**config.mk**
```make
export PLATFORM = sky130hd
export DESIGN_NAME = miss_counter
export DESIGN_NICKNAME = d
export VERILOG_FILES = /design/src/rtl/miss_counter_pkg.sv /design/src/rtl/miss_counter_sat_incr.sv /design/src/rtl/miss_counter.sv
export SDC_FILE = /design/constraint.sdc
export NUM_CORES = 1
export LEC_CHECK = 0
export BUFFER_PORTS_ARGS = -buffer_cell sky130_fd_sc_hd__buf_2
export CORE_UTILIZATION = 47
export CTS_CLUSTER_DIAMETER = 40
export DETAILED_ROUTE_END_ITERATION = 8
export PLACE_DENSITY = 0.73
export SYNTH_ARGS = -nofsm -noshare
export SYNTH_HDL_FRONTEND = slang
export SYNTH_HIERARCHICAL = 1
export SYNTH_SLANG_ARGS = --single-unit
```
**constraint.sdc**
```tcl
create_clock -name CLOCK -period 2 [get_ports CLOCK]
set_input_delay 0.3 -clock CLOCK [delete_from_list [all_inputs] [get_ports CLOCK]]
set_output_delay 0.3 -clock CLOCK [all_outputs]
set_load 0.01 [all_outputs]
```
**src/rtl/miss_counter_pkg.sv**
```systemverilog
// Shared cache/perf-monitor definitions: default miss counter width and its
// saturation value.
package miss_counter_pkg;

    localparam int MISS_CNT_WIDTH = 16;
    localparam logic [MISS_CNT_WIDTH-1:0] MISS_CNT_MAX = '1;

endpackage : miss_counter_pkg

```
**src/rtl/miss_counter_sat_incr.sv**
```systemverilog
// Combinational saturating incrementer: adds one when enabled unless the value
// is already all-ones; flags when the resulting value sits at all-ones.
module sat_incr
    import miss_counter_pkg::*;
#(
    parameter int WIDTH = MISS_CNT_WIDTH
) (
    input  logic [WIDTH-1:0] value,
    input  logic             enable,
    output logic [WIDTH-1:0] next_value,
    output logic             at_max
);

    localparam logic [WIDTH-1:0] MAX = '1;

    logic value_at_max;

    // The explicit all-ones guard means the WIDTH-bit add can never wrap.
    assign value_at_max = (value == MAX);
    assign next_value   = (enable && !value_at_max) ? value + WIDTH'(1) : value;
    assign at_max       = (next_value == MAX);

endmodule : sat_incr

```
**src/rtl/miss_counter.sv**
```systemverilog
// Saturating cache-miss event counter: counts every clock with MISS high and
// holds a sticky flag once the count reaches all-ones.
module miss_counter
    import miss_counter_pkg::*;
#(
    parameter int WIDTH = MISS_CNT_WIDTH
) (
    input  logic             CLOCK,
    input  logic             INIT,
    input  logic             MISS,
    output logic [WIDTH-1:0] MISSES,
    output logic             MISS_SAT
);

    logic [WIDTH-1:0] count_next;
    logic             next_at_max;

    sat_incr #(
        .WIDTH (WIDTH)
    ) u_sat_incr (
        .value      (MISSES),
        .enable     (MISS),
        .next_value (count_next),
        .at_max     (next_at_max)
    );

    // Flag rises in the same edge that loads all-ones and is held until INIT.
    always_ff @(posedge CLOCK or posedge INIT) begin
        if (INIT) begin
            MISSES   <= '0;
            MISS_SAT <= 1'b0;
        end else begin
            MISSES   <= count_next;
            MISS_SAT <= MISS_SAT | next_at_max;
        end
    end

endmodule : miss_counter

```
==> flow_summary.yaml, run 1 <==
run_status:
  status: "complete, no violations"
clocking:
  cts_buffers: 3
  postCtsHoldBufs: 0
  cts_tree: "done"
  insertion_delay_ns: 0.29
  path_clk_slew_ns: 0.09
  post_cts_buffers: 0
  h-tree-depth: 1
  clockBufferDepth: 2
  clkSinkCount: 17
  root_buffer: "clkbuf_4"
sta:
  fmax_ghz: 0.517
  hold_viol_final: 0
  finalMaxSlewViolations: 0
  setup-violations-final: 0
  timing.final.crit_share_pct: 96.8
  tns_ns: 0
  max_slew_margin_pct: 58.8
  fin_crit_ns: 1.94
  tightestPinTransition_ns: 0.617
  setup_ws_ns: 0.0644
  finalClockSkew_ns: 0.00255
grt:
  grt_overflow: 0
  busiest_layer: "met2"
  grt_pass1_vias: 750
  grtUsageMet1_pct: 29.3
  grt_pass1_wl_um: 3220
  use_met2_pct: 32.8
  met3_usage_pct: 3.46
  track_usage_pct: 21.1
  grt_start_max_net_pins: 18
  antenna_found_initial: 0
power:
  powerDensity_nw_per_um2: 839
  peakVddDrop_v: 0.000598
  p_leak_nw: 0.586
  power_mw: 1.03
floorplanning:
  io_pins: 20
  die_area_um2: 2200
  core_um2: 1800
  start_util_pct: 52.6
  rows: 15
  die-width_um: 46.9
  fp.dieH_um: 46.9
logic_synthesis:
  syn_area_um2: 947
  synth_area_leaders: "dfrtp_1 (45%), xnor2_1 (9.2%), nand3_1 (5.3%), nand4_1 (4.6%), and4_1 (3.7%)"
  yosysUniqueCellTypes: 31
  synth_top_area_share_pct: 44.9
  synth_top_cell_by_area: "dfrtp_1"
  syn_nets: 96
  synth.ff_latch_count: 17
  syn_avg_cell_area_um2: 10.3
  ys_async_sr_fraction_pct: 100
  seq_area_frac_synth_pct: 44.9
  synthTopCellsByCount: "dfrtp_1 (17), nand3_1 (10), xnor2_1 (10)"
  synth-main-ff-cell: "dfrtp_1"
  ys_warn_count: 6
  synth_edf_count: 0
  syn_inst: 92
  synth_most_common_cell: "dfrtp_1"
place:
  routabilityCongestion: 0.856
  dpl_worst_slack_ns: -0.0210
  dp_cells: 148
  port_buffers: 19
  dp_hpwl_um: 1580
setup_path:
  crit_chain: "ha_2 > and4_4 > and3_4 > and3_4 > mux2_4 > nand4_1 > nor4_2 > or2_1"
  worst_setup_path_end_kind: "flip-flop"
  cp_num_cells: 8
  critPathMaxStageDelay_ns: 0.37
  critPathLaunchType: "flip-flop"
  crit_arrival_ns: 2.12
  slowest_stage: "dfrtp_1"
  critPathMaxFanout: 4
  crit_family: "simple AND/OR/NAND/NOR gates"
  crit_type: "flip-flop to flip-flop"
  cp.required_ns: 2.18
  cp.buffers_inverters: 0
  crit_top_cell: "and3_4"
  ff2ff_path_depth: 8
layout:
  diodes: 0
  multi_input_area_um2: 534
  drive_above_1_share_pct: 42.5
  layout.cells.non_filler: 152
  nNetsFinal: 132
  fillers: 138
  final_core_util_pct: 67.9
  syn_to_final_growth_pct: 29.2
  seq_area_um2: 428
flow_run:
  maxCapViolCount: 0
detailed_routing:
  viasPerCell: 5.66
  drtPass1Iterations: 4
  drc: 0
  wl_per_cell_um: 13.4
  drt_iter0_drc: 38
  drt.antenna.violating_nets: 0
  num_vias: 860
  wl_um: 2040
worst_hold_path:
  hold_path_class: "input pin to asynchronous set/reset pin"
==> repair_timing <==
action	in CTS	in global routing
endpoints found under the setup margin	1	1
gates resized for setup	1	8
hold endpoints to repair	0	0
pin swaps	0	0
==> cells by family (layout without fill, tap and decap cells) <==
| family | count (synthesis) | after routing | share of synthesized area [%] |
|---|---|---|---|
| flops | 17 | 17 | 44.9 |
| compound gates | 10 | 10 | 7.26 |
| xor+xnor | 11 | 11 | 10.2 |
| fa+ha+maj | 1 | 1 | 1.32 |
| simple gates | 49 | 49 | 32.6 |
| mux | 1 | 1 | 1.58 |
| buf+inv | 3 | 38 | 2.11 |
==> power breakdown <==
part / switching, mW / leakage (nW) / total (mW) / internal (mW)
Combinational: 0.188 / 0.347 / 0.380 / 0.192
Clock: 0.101 / 0.0150 / 0.179 / 0.0776
Sequential: 0.0589 / 0.224 / 0.468 / 0.409
==> final cells by class <==
type / count / area share (%)
clock buffer: 4 / 2.15
inverter: 1 / 0.307
multi-input combinational: 72 / 43.7
sequential: 17 / 35.0
tap: 25 / 2.56
timing repair buffer: 33 / 16.4
==> registers in the layout (all words and copies together) (netlist names) <==
register,cells
MISSES,16
MISS_SAT,1
==> cell usage in the layout (no fill, tap or decap), drive strengths merged, types with 2 or more instances in the layout <==
cell type and n:
nand3 10, and3 9, buf 33, xnor2 10
nand2 7, nor3 2, and4 4, o21a 2
a211oi 2, nand4 8, clkbuf 4, a21oi 2
nand2b 2, nor2 2, dfrtp 17
==> through the flow <==
stage          instance area (um2)  hold WS (ns)
3_3_place_gp                  1170         0.412
6_report                      1220        0.0695
3_5_place_dp                  1170         0.418
5_1_grt                       1220         0.130
4_1_cts                       1200         0.101
2_1_floorplan                  951         0.226
==> final timing paths <==
kind,start,end,slack [ns]
max in group asynchronous,INIT,MISSES[0]$_DFF_PP0_,1.50
min in group CLOCK,MISS,MISSES[3]$_DFF_PP0_,0.31
worst min-delay path,INIT,MISSES[3]$_DFF_PP0_,0.07
worst max-delay path,MISSES[1]$_DFF_PP0_,MISS_SAT$_DFF_PP0_,0.06
worst max register to register,MISSES[1]$_DFF_PP0_,MISS_SAT$_DFF_PP0_,0.06
worst min register to register,MISS_SAT$_DFF_PP0_,MISS_SAT$_DFF_PP0_,0.51
==> layer usage <==
layer / vias up / wire (um) / share of wire (%)
li1: 421 / - / -
met1: 407 / 928 / 45
met2: 28 / 962 / 47
met3: 4 / 126 / 6.2
met4: 0 / 27 / 1.3
met5: - / 0 / 0
Power figures use the tool's default switching activity.
==> inputs of run 2 (changes only) <==
Settings changed: ABC_AREA set to 1, CORE_UTILIZATION 47 to 50, MAX_ROUTING_LAYER set to met4, PLACE_DENSITY 0.73 to 0.75, SYNTH_HIERARCHICAL 1 to not set.
==> flow_summary.yaml, run 2 <==
detailed_routing:
  drt_iter0_drc: 46
  drtPass1Iterations: 4
  wl_um: 2820
  drc: 0
  drt.antenna.violating_nets: 0
  viasPerCell: 4.82
  num_vias: 1240
  wl_per_cell_um: 11.0
layout:
  layout_commonest_cell: "nand2_1"
  syn_to_final_growth_pct: 17.1
  layout.cells.non_filler: 257
  nNetsFinal: 234
  regMostFlops: "MISSES"
  drive_above_1_share_pct: 17.9
  diodes: 0
  reg.largest.list: "MISSES: 16 flops, MISS_SAT: 1 flops"
  fillers: 235
  largest_reg_flops: 16
  final_cell_mix: "nand2_1 (83), inv_1 (35), nor2_1 (23)"
grt:
  grt_overflow: 0
  grt_pass1_wl_um: 4720
  antenna_found_initial: 0
  met3_usage_pct: 3.51
  grt_start_max_net_pins: 18
  grtUsageMet1_pct: 33.6
  busiest_layer: "met2"
  grt_pass1_vias: 1091
  track_usage_pct: 24.5
  use_met2_pct: 37.9
floorplanning:
  die-width_um: 51.6
  core_um2: 2250
  rows: 17
  start_util_pct: 54.6
  fp.dieH_um: 51.6
  die_area_um2: 2660
  io_pins: 20
clocking:
  root_buffer: "clkbuf_4"
  h-tree-depth: 1
  insertion_delay_ns: 0.29
  postCtsHoldBufs: 0
  path_clk_slew_ns: 0.10
  clkSinkCount: 17
  clockBufferDepth: 2
  cts_buffers: 3
  cts_tree: "done"
power:
  peakVddDrop_v: 0.000963
  powerDensity_nw_per_um2: 1530
  p_leak_nw: 0.864
  power_mw: 2.21
sta:
  max_slew_margin_pct: 55.8
  finalClockSkew_ns: 0.00259
  whs_ns: 0.0844
  hold_viol_final: 0
  setup-violations-final: 0
  tightestPinTransition_ns: 0.662
  timing.final.crit_share_pct: 90.5
  fmax_ghz: 0.553
  finalMaxSlewViolations: 0
  rsz0062_at_grt: "false"
  fin_crit_ns: 1.81
run_status:
  status: "complete, no violations"
setup_path:
  r2r_start: "MISSES[1]$_DFF_PP0_"
  worst_setup_path_end_kind: "flip-flop"
  critPathMaxFanout: 12
  critPathLaunchType: "flip-flop"
  cp.required_ns: 2.24
  crit_type: "flip-flop to flip-flop"
  crit_arrival_ns: 2.04
  critical_path.startpoint: "MISSES[1]$_DFF_PP0_"
flow_run:
  maxCapViolCount: 0
logic_synthesis:
  syn_inst: 201
  synth_edf_count: 0
  seq_area_frac_synth_pct: 34.6
  syn_area_um2: 1230
  ys_warn_count: 0
  synth_top_cell_by_area: "dfrtp_1"
  synth.ff_latch_count: 17
  ys_async_sr_fraction_pct: 100
  syn_avg_cell_area_um2: 6.12
  synth_top_area_share_pct: 34.6
  yosysUniqueCellTypes: 19
  synth_area_leaders: "dfrtp_1 (35%), nand2_1 (25%), inv_1 (11%), nor2_1 (7.9%), nand3_1 (6.5%)"
  syn_nets: 205
  synthTopCellsByCount: "nand2_1 (83), inv_1 (35), nor2_1 (26)"
  synth_most_common_cell: "nand2_1"
  synth-main-ff-cell: "dfrtp_1"
worst_hold_path:
  hold_path_class: "input pin to asynchronous set/reset pin"
place:
  port_buffers: 19
  dp_cells: 253
  dp_hpwl_um: 2150
  routabilityCongestion: 0.951
## run 2: cell type report
type / instances / area [um2] / share of cell area [%]
inverters: 38 / 143 / 9.90
clock buffers: 4 / 26.3 / 1.82
repair buffers: 26 / 148 / 10.3
flip-flops and latches: 17 / 425 / 29.5
well taps: 28 / 35.0 / 2.43
multi-input cells: 144 / 663 / 46.0
## run 2: critical path: stages (launching register included)
cell,delay (ns)
dfrtp_1,0.41
ha_1,0.20
nand2_2,0.09
nor2_8,0.10
nand2_4,0.06
nor2_1,0.21
nor2_4,0.11
nand2_1,0.07
nand2_1,0.06
nor2_1,0.10
nand2_1,0.09
nor2_1,0.14
nand2_1,0.07
nand2_1,0.05
## run 2: stage by stage
step / area [um2] / worst slack (ns) / TNS (ns) / utilization (%)
after detailed placement: 1400 / -0.0982 / -0.0982 / 61.9
after global placement: 1400 / -0.0699 / -0.0699 / 61.9
after global routing: 1440 / 0.00422 / 0 / 63.9
after CTS: 1430 / 0.105 / 0 / 63.2
final: 1440 / 0.191 / 0 / 63.9
after floorplan: 1230 / 0.133 / 0 / -
## run 2: report_power, final
part | total (mW) | switching (mW) | internal (mW)
sequential | 0.650 | 0.173 | 0.477
combinational | 1.37 | 0.880 | 0.491
clock | 0.188 | 0.111 | 0.0775
## run 2: path summary, 6_finish.rpt
path | to | slack (ns) | cells past startpoint
min in group CLOCK | MISSES[14]$_DFF_PP0_ | 0.37 | 4
max in group asynchronous | MISSES[14]$_DFF_PP0_ | 1.50 | 2
min reg2reg | MISS_SAT$_DFF_PP0_ | 0.48 | 2
min | MISSES[10]$_DFF_PP0_ | 0.08 | 2
max | MISS_SAT$_DFF_PP0_ | 0.19 | 13
max reg2reg | MISS_SAT$_DFF_PP0_ | 0.19 | 13
## run 2: logic make-up after synthesis
group                    count (synthesis)  synth area share (%)
AO/OA/AOI/OAI                            2                 0.813
flip-flops                              17                  34.6
AND/OR/NAND/NOR                        137                  47.8
adder cells (fa/ha/maj)                  1                  1.02
buffers and inverters                   40                  12.9
XOR/XNOR                                 4                  2.85
## run 2: what timing repair did
item	4_1_cts	5_1_grt
setup endpoints to repair	1	1
resized for setup	1	4
buffers inserted	0	0
## run 2: routing by layer
layer / vias to the layer above / part of all wire [%]
met5: - / 0
met2: 40 / 44
met4: 0 / 0.75
met1: 536 / 49
met3: 4 / 5.4
li1: 660 / -
==> inputs of run 3 (changes only) <==
Settings changed: SYNTH_HIERARCHICAL set to 1.
==> flow_summary.yaml, run 3 <==
clocking:
  path_clk_slew_ns: 0.11
  root_buffer: "clkbuf_4"
  clockBufferDepth: 2
  clkSinkCount: 17
  cts_tree: "done"
  postCtsHoldBufs: 0
  insertion_delay_ns: 0.30
  cts_buffers: 3
  h-tree-depth: 1
sta:
  finalClockSkew_ns: 0.00629
  tightestPinTransition_ns: 0.661
  max_slew_margin_pct: 55.9
  rsz0062_at_grt: "false"
  hold_viol_final: 0
  tns_ns: 0
  setup_ws_ns: 0.185
  fmax_ghz: 0.551
  finalMaxSlewViolations: 0
  timing.final.crit_share_pct: 90.8
  fin_crit_ns: 1.82
  setup-violations-final: 0
detailed_routing:
  drt_iter0_drc: 55
  drt.antenna.violating_nets: 0
  wl_um: 2710
  num_vias: 1180
  drtPass1Iterations: 4
  wl_per_cell_um: 11.6
  drc: 0
  viasPerCell: 5.06
logic_synthesis:
  synth.ff_latch_count: 17
  syn_avg_cell_area_um2: 6.68
  synth_most_common_cell: "nand2_1"
  synth_area_leaders: "dfrtp_1 (36%), nand2_1 (20%), inv_1 (8.8%), nor2_1 (6.6%), nand2_2 (5.8%)"
  syn_inst: 178
  seq_area_frac_synth_pct: 35.8
  synth_top_area_share_pct: 35.8
  ys_async_sr_fraction_pct: 100
  syn_nets: 182
  yosysUniqueCellTypes: 19
  synth_edf_count: 0
  synthTopCellsByCount: "nand2_1 (62), inv_1 (28), nor2_1 (21)"
  synth-main-ff-cell: "dfrtp_1"
  synth_top_cell_by_area: "dfrtp_1"
  ys_warn_count: 6
  syn_area_um2: 1190
layout:
  diodes: 0
  final_core_util_pct: 62.2
  nNetsFinal: 210
  reg.largest.list: "MISSES: 16 flops, MISS_SAT: 1 flops"
  largest_reg_flops: 16
  regMostFlops: "MISSES"
  drive_above_1_share_pct: 25.9
  syn_to_final_growth_pct: 16.8
  layout_commonest_cell: "nand2_1"
  fillers: 212
  final_cell_mix: "nand2_1 (62), inv_1 (28), nor2_1 (21)"
floorplanning:
  rows: 17
  fp.dieH_um: 50.8
  io_pins: 20
  die_area_um2: 2580
  core_um2: 2230
  start_util_pct: 53.2
  die-width_um: 50.8
run_status:
  status: "complete, no violations"
setup_path:
  critPathLaunchType: "flip-flop"
  cp.buffers_inverters: 2
  critPathMaxFanout: 8
  worst_setup_path_end_kind: "flip-flop"
  crit_chain: "ha_2 > nand2_1 > nor2_4 > nand2_2 > inv_2 > nand2_4 > nand2_4 > nand2_1 > nand2_2 > nand2_1 > nor2_1 > nand3_1 > nor2_1 > inv_1 > nand2_1"
  crit_top_cell: "nand2_1"
  crit_family: "simple AND/OR/NAND/NOR gates"
  critPathMaxStageDelay_ns: 0.40
  slowest_stage: "dfrtp_1"
  crit_type: "flip-flop to flip-flop"
  cp.required_ns: 2.24
  crit_arrival_ns: 2.06
grt:
  track_usage_pct: 24.5
  grt_overflow: 0
  use_met2_pct: 37.6
  grt_pass1_wl_um: 4490
  grt_pass1_vias: 1018
  grt_start_max_net_pins: 18
  grtUsageMet1_pct: 31.9
  antenna_found_initial: 0
  busiest_layer: "met2"
  met3_usage_pct: 3.33
place:
  dpl_worst_slack_ns: 0.0909
  port_buffers: 19
  dp_hpwl_um: 2090
  routabilityCongestion: 0.926
power:
  powerDensity_nw_per_um2: 704
  peakVddDrop_v: 0.000579
  power_mw: 0.978
  p_leak_nw: 0.765
worst_hold_path:
  hold_path_class: "input pin to asynchronous set/reset pin"
flow_run:
  maxCapViolCount: 0
==> run 3: cell count changes in the layout (fill, tap and decap cells not counted), sizes merged, moves of 2 or more <==
cell,before,now
buf,26,23
clkinv,0,2
inv,38,29
nand2,85,76
nand3,16,14
nand3b,0,3
nor2,30,27
==> run 3: final cells by class <==
| class | count | area [um2] | area share (%) |
|---|---|---|---|
| clock buffers | 3 | 22.5 | 1.62 |
| clock inverters | 1 | 5.00 | 0.360 |
| inverters | 30 | 114 | 8.20 |
| multi-input cells | 131 | 662 | 47.7 |
| flip-flops and latches | 17 | 425 | 30.6 |
| well taps | 28 | 35.0 | 2.52 |
| repair buffers | 23 | 125 | 9.01 |
==> run 3: logic make-up after synthesis <==
logic type / after synthesis / synth area share [%]
AOI/OAI and AO/OA: 1 / 0.421
xor gates and xnor gates: 2 / 2.11
adders and majority gates: 1 / 1.05
buffers and inverters: 30 / 9.58
DFF: 17 / 35.8
and+or+nand+nor: 127 / 51.1
==> run 3: per-stage QoR <==
step | cell area (um2) | hold slack [ns] | std cells
3_3_place_gp | 1330 | 0.417 | 227
6_report | 1390 | 0.0739 | 233
2_1_floorplan | 1190 | 0.226 | 178
3_5_place_dp | 1330 | 0.431 | 227
5_1_grt | 1390 | 0.132 | 233
4_1_cts | 1360 | 0.0888 | 231
==> run 3: metal layers <==
| layer | routed length (um) | vias up |
|---|---|---|
| met5 | 0 | - |
| met4 | 32 | 0 |
| met3 | 191 | 4 |
| met2 | 1290 | 44 |
| met1 | 1200 | 537 |
| li1 | - | 595 |
==> run 3: worst paths after layout <==
kind / start / to / slack (ns) / cells past startpoint
max in group asynchronous: INIT / MISSES[13]$_DFF_PP0_ / 1.50 / 2
worst min-delay path: INIT / MISSES[1]$_DFF_PP0_ / 0.07 / 2
min in group CLOCK: MISS / MISSES[0]$_DFF_PP0_ / 0.36 / 4
worst min register to register: MISS_SAT$_DFF_PP0_ / MISS_SAT$_DFF_PP0_ / 0.48 / 2
worst max-delay path: MISSES[1]$_DFF_PP0_ / MISS_SAT$_DFF_PP0_ / 0.18 / 15
worst max register to register: MISSES[1]$_DFF_PP0_ / MISS_SAT$_DFF_PP0_ / 0.18 / 15
==> run 3: repair_timing <==
item,in CTS,in global routing
buffers inserted,0,2
resized for setup,0,3
setup endpoints to repair,0,1
==> run 3: report_power, final <==
part | internal (mW) | switching [mW] | total [mW]
clock network | 0.0745 | 0.118 | 0.192
registers | 0.395 | 0.0651 | 0.460
logic | 0.131 | 0.195 | 0.326
